===== config.mk =====
export PLATFORM = sky130hd
export DESIGN_NAME = lab5_mcore_dcache_port_arbiter
export DESIGN_NICKNAME = d
export VERILOG_FILES = /design/src/rtl/lab5_mcore_dcache_port_arbiter.sv
export SDC_FILE = /design/constraint.sdc
export NUM_CORES = 1
export LEC_CHECK = 0
export ABC_AREA = 0
export CORE_AREA = 5 5 249 251
export DETAILED_ROUTE_END_ITERATION = 10
export DIE_AREA = 0 0 254 256
export PLACE_DENSITY_LB_ADDON = 0.1
export SYNTH_ARGS = -nofsm -noshare
export SYNTH_HDL_FRONTEND = slang
export SYNTH_SLANG_ARGS = --single-unit
export TNS_END_PERCENT = 100

===== constraint.sdc =====
create_clock -name clk -period 8.16 [get_ports clk]
set_clock_uncertainty 0.1 [all_clocks]
set_input_delay 0.816 -clock clk [delete_from_list [all_inputs] [get_ports clk]]
set_output_delay 0.816 -clock clk [all_outputs]
set_load 0.02 [all_outputs]

===== src/rtl/lab5_mcore_dcache_port_arbiter.sv =====
// Round-robin arbiter from four core dcache ports onto one memory port.
// An in-order tracking FIFO steers each memory response back to its core.
module lab5_mcore_dcache_port_arbiter #(
  parameter int unsigned p_num_ports   = 4,
  parameter int unsigned p_track_depth = 4
) (
  input  logic                             clk,
  input  logic                             reset,
  input  logic [p_num_ports-1:0][76:0]     core_req_msg,
  input  logic [p_num_ports-1:0]           core_req_val,
  output logic [p_num_ports-1:0]           core_req_rdy,
  output logic [p_num_ports-1:0][46:0]     core_resp_msg,
  output logic [p_num_ports-1:0]           core_resp_val,
  input  logic [p_num_ports-1:0]           core_resp_rdy,
  output logic [76:0]                      memreq_msg,
  output logic                             memreq_val,
  input  logic                             memreq_rdy,
  input  logic [46:0]                      memresp_msg,
  input  logic                             memresp_val,
  output logic                             memresp_rdy
);

  localparam int unsigned id_w  = $clog2(p_num_ports);
  localparam int unsigned ptr_w = $clog2(p_track_depth);
  localparam int unsigned cnt_w = $clog2(p_track_depth + 1);

  typedef logic [id_w-1:0] id_t;

  id_t              prio;
  id_t              grant;
  id_t              head;
  id_t              track [p_track_depth];
  logic [ptr_w-1:0] wr_ptr;
  logic [ptr_w-1:0] rd_ptr;
  logic [cnt_w-1:0] count;
  logic             full;
  logic             empty;
  logic             req_ok;
  logic             push;
  logic             pop;

  assign full  = (count == cnt_w'(p_track_depth));
  assign empty = (count == '0);

  // Rotating search starting at prio; falls back to prio when nobody asks.
  always_comb begin
    id_t  idx;
    logic found;
    grant = prio;
    found = 1'b0;
    idx   = '0;
    for (int unsigned i = 0; i < p_num_ports; i++) begin
      idx = id_t'((32'(prio) + i) % p_num_ports);
      if (!found && core_req_val[idx]) begin
        grant = idx;
        found = 1'b1;
      end
    end
  end

  // Full is the registered state, so a same-cycle pop never admits a push.
  assign req_ok     = !reset && !full;
  assign memreq_val = (|core_req_val) && req_ok;
  assign memreq_msg = core_req_msg[grant];
  assign push       = memreq_val && memreq_rdy;

  always_comb begin
    core_req_rdy        = '0;
    core_req_rdy[grant] = memreq_rdy && req_ok;
  end

  assign head        = track[rd_ptr];
  assign memresp_rdy = !reset && !empty && core_resp_rdy[head];
  assign pop         = memresp_val && memresp_rdy;

  always_comb begin
    core_resp_val       = '0;
    core_resp_val[head] = memresp_val && !empty && !reset;
    for (int unsigned i = 0; i < p_num_ports; i++) begin
      core_resp_msg[i] = memresp_msg;
    end
  end

  always_ff @(posedge clk) begin
    if (reset) begin
      prio   <= '0;
      wr_ptr <= '0;
      rd_ptr <= '0;
      count  <= '0;
    end else begin
      if (push) begin
        track[wr_ptr] <= grant;
        wr_ptr <= (wr_ptr == ptr_w'(p_track_depth - 1)) ? '0 : wr_ptr + 1'b1;
        prio   <= (grant == id_t'(p_num_ports - 1)) ? '0 : grant + 1'b1;
      end
      if (pop) begin
        rd_ptr <= (rd_ptr == ptr_w'(p_track_depth - 1)) ? '0 : rd_ptr + 1'b1;
      end
      case ({push, pop})
        2'b10:   count <= count + 1'b1;
        2'b01:   count <= count - 1'b1;
        default: count <= count;
      endcase
    end
  end

endmodule


==> results of run 1 <==
-- routing by layer --
| metal | vias up | GRT usage [%] | share of wire [%] |
|---|---|---|---|
| met5 | - | 0 | 0.25 |
| met4 | 10 | 2.03 | 2.2 |
| met3 | 55 | 5.37 | 16 |
| met2 | 322 | 13.7 | 50 |
| met1 | 1761 | 7.42 | 32 |
| li1 | 1696 | - | - |
-- layout make-up --
cell class,instances,area [sq um]
Fill cell,6763,51600
Timing Repair Buffer,410,4110
Multi-Input combinational cell,157,2380
Tap cell,782,978
Sequential cell,19,460
Clock buffer,3,75.1
Inverter,14,52.6
Antenna cell,6,15.0
Clock inverter,1,7.51
-- worst min-delay path, delay by kind of cell (launching register included) --
| kind | cells | cell delay, ps |
|---|---|---|
| flip-flops | 1 | 330 |
| AO/OA/AOI/OAI | 1 | 50 |
| AND/OR/NAND/NOR | 1 | 80 |
-- placed cells by master (no fill, tap or decap), drive strengths merged, types with 4 or more instances in the layout --
master           n
and3             4
buf              4
diode            6
inv             14
nor2            14
a21oi            8
mux4            79
and2             5
edfxtp           8
clkdlybuf4s50  406
nand2b           5
dfxtp           11
ha              10
mux2             5
-- through the flow --
stage | instances | worst slack [ps] | hold slack (ps)
finish | 1392 | 3100 | 403
global route | 1386 | 2760 | 425
CTS | 1386 | 2950 | 405
detailed placement | 1382 | 2960 | 396
global placement | 1382 | 2930 | 410
floorplan | 397 | 4870 | 367
-- cell families after synthesis --
family          share of synthesized area (%)
compound gates                           2.55
xor+xnor                                0.397
fa+ha+maj                                3.29
buf+inv                                  35.9
flops                                    10.4
mux                                      42.3
simple gates                             5.16
-- power by group through the flow --
stage               registers, mW  logic, mW  clock network, mW
floorplan                   0.109      0.419                  0
global placement            0.111      0.643                  0
detailed placement          0.111      0.634                  0
CTS                         0.109      0.638              0.107
global route                0.109      0.660              0.111
finish                      0.109      0.617              0.103
-- worst paths after layout --
check,startpoint,to,depth (start not counted)
worst max-delay path,core_req_val[1],memreq_msg[8],7
worst min-delay path,prio[0],prio[0],2
worst max register to register,flop,count[2],10
worst min register to register,prio[0],prio[0],2
==> run metrics, run 1 <==
slowest cell on the critical path or3_4; Clock Sink Count 19; IO buf count 406; fin crit share between 60% and 70%; mapped cell area 4410 sq um; grt ovf 0; Worst setup SP type input pin; most used cell along the critical path clkdlybuf4s50_1; critical path required time 7240 ps; routed len/inst approximately 20 microns; drt initial violations 112; top cells by count, synth buf_4 (188), mux4_2 (79), inv_1 (14), nor2_1 (14), dfxtp_1 (11); Worst slew margin a little under half; fin. max-slew vios 0; vias in the first global route 4,588; timing-limited maximum frequency 198 MHz; CP bufs+invs 3; Num CTS Buffers 3; Setup CP Type input pin to output pin; Clock Latency Late Sink 250 ps; setup repair bufs after CTS 0; final hold violation count 0; gr usage total under 10%; Max Cap Viol 0; die area 65,000 sq um; post-synth top area share 40.3%; synth top area cells mux4_2 (40%), buf_4 (32%), edfxtp_1 (5.4%); largest net degree at the start of global routing 48; Final nets 983; Pwr Total slightly above 0.8 mW; Post-Place Cell Area 7980 sq um; CP max FO 47; CTS max path bufs 2; switching portion of total power between 30% and 40%; Yosys reg bits 19; DR vias/cell ~2.8; I/O pin count 642; ys async rst share 0%; Routed Antenna Nets 0; CP cell instances clkdlybuf4s50_1 > or2_1 > a21oi_1 > or3_4 > buf_12 > mux4_2 > clkdlybuf4s50_1; starting density of the core 7.39%; H-tree depth 1; Pleak around 2.6 nW; worst slew pin tran 801 ps; Setup Total Neg Slack 0 ps; DRT Wirelength ~27 mm; critical path arrival 4140 ps; net count after synthesis about 780; Sw Pwr 0.293 mW; crit-path max cell delay 680 ps; Peak VDD IR 52.1 uV; fraction of layout cells with a size suffix above 1 15.9%; reg2reg setup slack 5160 ps; register area share after synthesis 10.4%; total number of vias between 3,000 and 4,000; Reg clk slew, reported paths about 60 ps; Top delay family on crit path buffers and inverters; Design Area, Final 8080 sq um; first-pass GRT wire length between 30 and 40 mm; first-pass iteration count of the detailed router 4; most common cell in the synthesized netlist buf_4; Site Rows 90; Post-CTS Resized 0; RePlAce Congestion 0.736; Worst setup EP type output pin; die height around 260 microns; worst min path class flop to flop; Remaining DRCs 0; P_int 0.535 mW; PwrDens 102 nW/um^2; Post-synth EDFFs 8; Post-CTS Hold Fix Bufs 0; hpwl dp around 25 mm; Main synth FF type dfxtp_1; sequential power share 13.1%; chip width around 250 microns; status finished, final reports clean; core box area 59,700 sq um; synthesized area per cell between 10 and 15 sq um; min Tclk post-route 5060 ps; Finish-stage setup viols 0; Syn Inst Count 397; Layout area overhead 83.2%; YS warnings 0; RSZ-0062 raised after global routing false; Root Buffer Master clkbuf_16; Unique masters post-synth 38; Comb pwr share between 70% and 80%; initial antenna violation count 12; Final Util between 10% and 20%; CTS tree done; Synth area leader mux4_2; clock share of power 12.4%
(Power assumes the default switching activity.)
==> run 2, diff against run 1 <==
--- a/config.mk
+++ b/config.mk
@@ -6,9 +6,9 @@
 export NUM_CORES = 1
 export LEC_CHECK = 0
 export ABC_AREA = 0
-export CORE_AREA = 5 5 249 251
+export CORE_AREA = 5 5 248 250
 export DETAILED_ROUTE_END_ITERATION = 10
-export DIE_AREA = 0 0 254 256
+export DIE_AREA = 0 0 253 255
 export PLACE_DENSITY_LB_ADDON = 0.1
 export SYNTH_ARGS = -nofsm -noshare
 export SYNTH_HDL_FRONTEND = slang
==> constraint.sdc (replaced) <==
create_clock -name clk -period 4.3 [get_ports clk]
set_clock_uncertainty 0.1 [all_clocks]
set_input_delay 0.43 -clock clk [delete_from_list [all_inputs] [get_ports clk]]
set_output_delay 0.43 -clock clk [all_outputs]
set_load 0.02 [all_outputs]
==> run 2 against run 1 <==
Non-clock buffer count rose by 9. Critical path type unchanged. Die area down 0.78%. Global-route usage down 0.10 points. Critical path depth unchanged. Count of clock-buffer cells in the layout did not move. First-iteration DRC count up 8.0%. Cell count shrank 0.22%. Combinational power increased by 94%.
==> run metrics, run 2 (synthesized netlist as in run 1, its figures left out) <==
status finished, final reports clean; Worst setup SP type input pin; fin crit share between 80% and 90%; Finish-stage setup viols 0; Setup Total Neg Slack 0 ps; PwrDens slightly below 200 nW/um^2; Layout area overhead 84.9%; die height 255 microns; hpwl dp 25.1 mm; die area 64,500 sq um; Root Buffer Master clkbuf_16; Post-CTS Resized 0; Final nets around 990; CTS max path bufs 2; Pleak about 2.7 nW; Remaining DRCs 0; largest net degree at the start of global routing 47; grt ovf 0; Peak VDD IR 98.1 uV; slowest cell on the critical path clkdlybuf4s50_1; H-tree depth 1; fin. max-slew vios 0; Pwr Total 1.61 mW; CTS tree done; total number of vias 3,796; worst slew pin tran 555 ps; first-pass GRT wire length about 36 mm; reg2reg setup slack 1370 ps; PnR worst setup slack 632 ps; CP cell instances clkdlybuf4s50_1 > or2_1 > a21oi_1 > or3_4 > buf_4 > mux4_2 > clkdlybuf4s50_1; final hold violation count 0; timing-limited maximum frequency 273 MHz; most used cell along the critical path clkdlybuf4s50_1; min Tclk post-route 3670 ps; Place WS 533 ps; Post-CTS Hold Fix Bufs 0; Worst setup EP type output pin; Reg clk slew, reported paths around 60 ps; vias in the first global route 4,490; routed len/inst 20.0 microns; Clock Sink Count 19; core box area approximately 59,000 sq um; I/O pin count 642; hold depth 2; drt initial violations 121; critical path required time 3770 ps; Site Rows 89; Setup CP Type input pin to output pin; worst r2r dst count[2]; Clock Latency Late Sink 250 ps; chip width ~250 microns; gr usage total 7.71%; most common cell after layout, fill and taps aside clkdlybuf4s50_1; DRT Wirelength 27.8 mm; RSZ-0062 raised after global routing false; DR vias/cell 2.73; Hold Path Sink prio[0]; first-pass iteration count of the detailed router 4; Worst slew margin 62.7%; setup repair bufs after CTS 0; crit-path max cell delay roughly 630 ps; RePlAce Congestion 0.788; IO buf count 406; worst min path class flop to flop; worst hold start prio[0]; depth of the most critical reg-to-reg path 10; Routed Antenna Nets 0; starting density of the core 7.50%; initial antenna violation count 4; CP max FO 14; most frequent cells in the layout clkdlybuf4s50_1 (406), mux4_2 (79), inv_1 (14), nor2_1 (14), dfxtp_1 (11); fraction of layout cells with a size suffix above 1 17.1%; Num CTS Buffers 3; critical path arrival 3140 ps; Max Cap Viol 0
run 2: layout make-up:
type | instances | area, sq um
Fill cell | 6668 | 50600
Timing Repair Buffer | 419 | 4200
Tap cell | 773 | 967
Antenna cell | 3 | 7.51
Clock inverter | 1 | 7.51
Multi-Input combinational cell | 157 | 2380
Clock buffer | 3 | 75.1
Sequential cell | 19 | 460
Inverter | 14 | 52.6
run 2: worst max-delay path: cells and delay by family:
kind            cells  cell delay [ps]
compound gates      1              200
mux                 1              540
simple gates        2              500
buf+inv             3             1430
run 2: worst max-delay path by stage:
stage / startpoint / end / slack [ps] / cells after the start
2_1_floorplan: flop / count[2] / 1570 / 10
3_3_place_gp: core_req_val[1] / memreq_msg[74] / 500 / 7
3_5_place_dp: core_req_val[1] / memreq_msg[74] / 530 / 7
4_1_cts: core_req_val[1] / memreq_msg[74] / 510 / 7
5_1_grt: core_req_val[1] / memreq_msg[74] / 410 / 7
6_report: core_req_val[1] / memreq_msg[74] / 630 / 7
run 2: metal layers:
layer | GRT usage, % | part of all wire, % | wire length (microns)
met5 | 0 | 0 | 0
met4 | 1.73 | 2.0 | 553
met1 | 8.12 | 34 | 9430
met3 | 2.62 | 8.4 | 2340
met2 | 14.8 | 56 | 15400
run 2: power breakdown:
| part | switching, mW | internal (mW) |
|---|---|---|
| Sequential | 0.00782 | 0.198 |
| Combinational | 0.494 | 0.710 |
| Clock | 0.0755 | 0.126 |
run 2: per-stage QoR:
stage / std cells / utilization, % / area (sq um) / hold WS [ps]
finish: 1389 / 13.9 / 8150 / 408
global route: 1388 / 13.9 / 8150 / 471
CTS: 1386 / 13.9 / 8150 / 421
detailed placement: 1382 / 13.7 / 8060 / 411
global placement: 1382 / 13.7 / 8060 / 415
floorplan: 397 / - / 4410 / 367
==> run 3, diff against run 2 <==
--- a/config.mk
+++ b/config.mk
@@ -9,6 +9,7 @@
 export CORE_AREA = 5 5 248 250
 export DETAILED_ROUTE_END_ITERATION = 10
 export DIE_AREA = 0 0 253 255
+export GPL_ROUTABILITY_DRIVEN = 0
 export PLACE_DENSITY_LB_ADDON = 0.1
 export SYNTH_ARGS = -nofsm -noshare
 export SYNTH_HDL_FRONTEND = slang
==> results of run 3 <==
The final DEF is identical to that of run 2; final timing and power are the same.
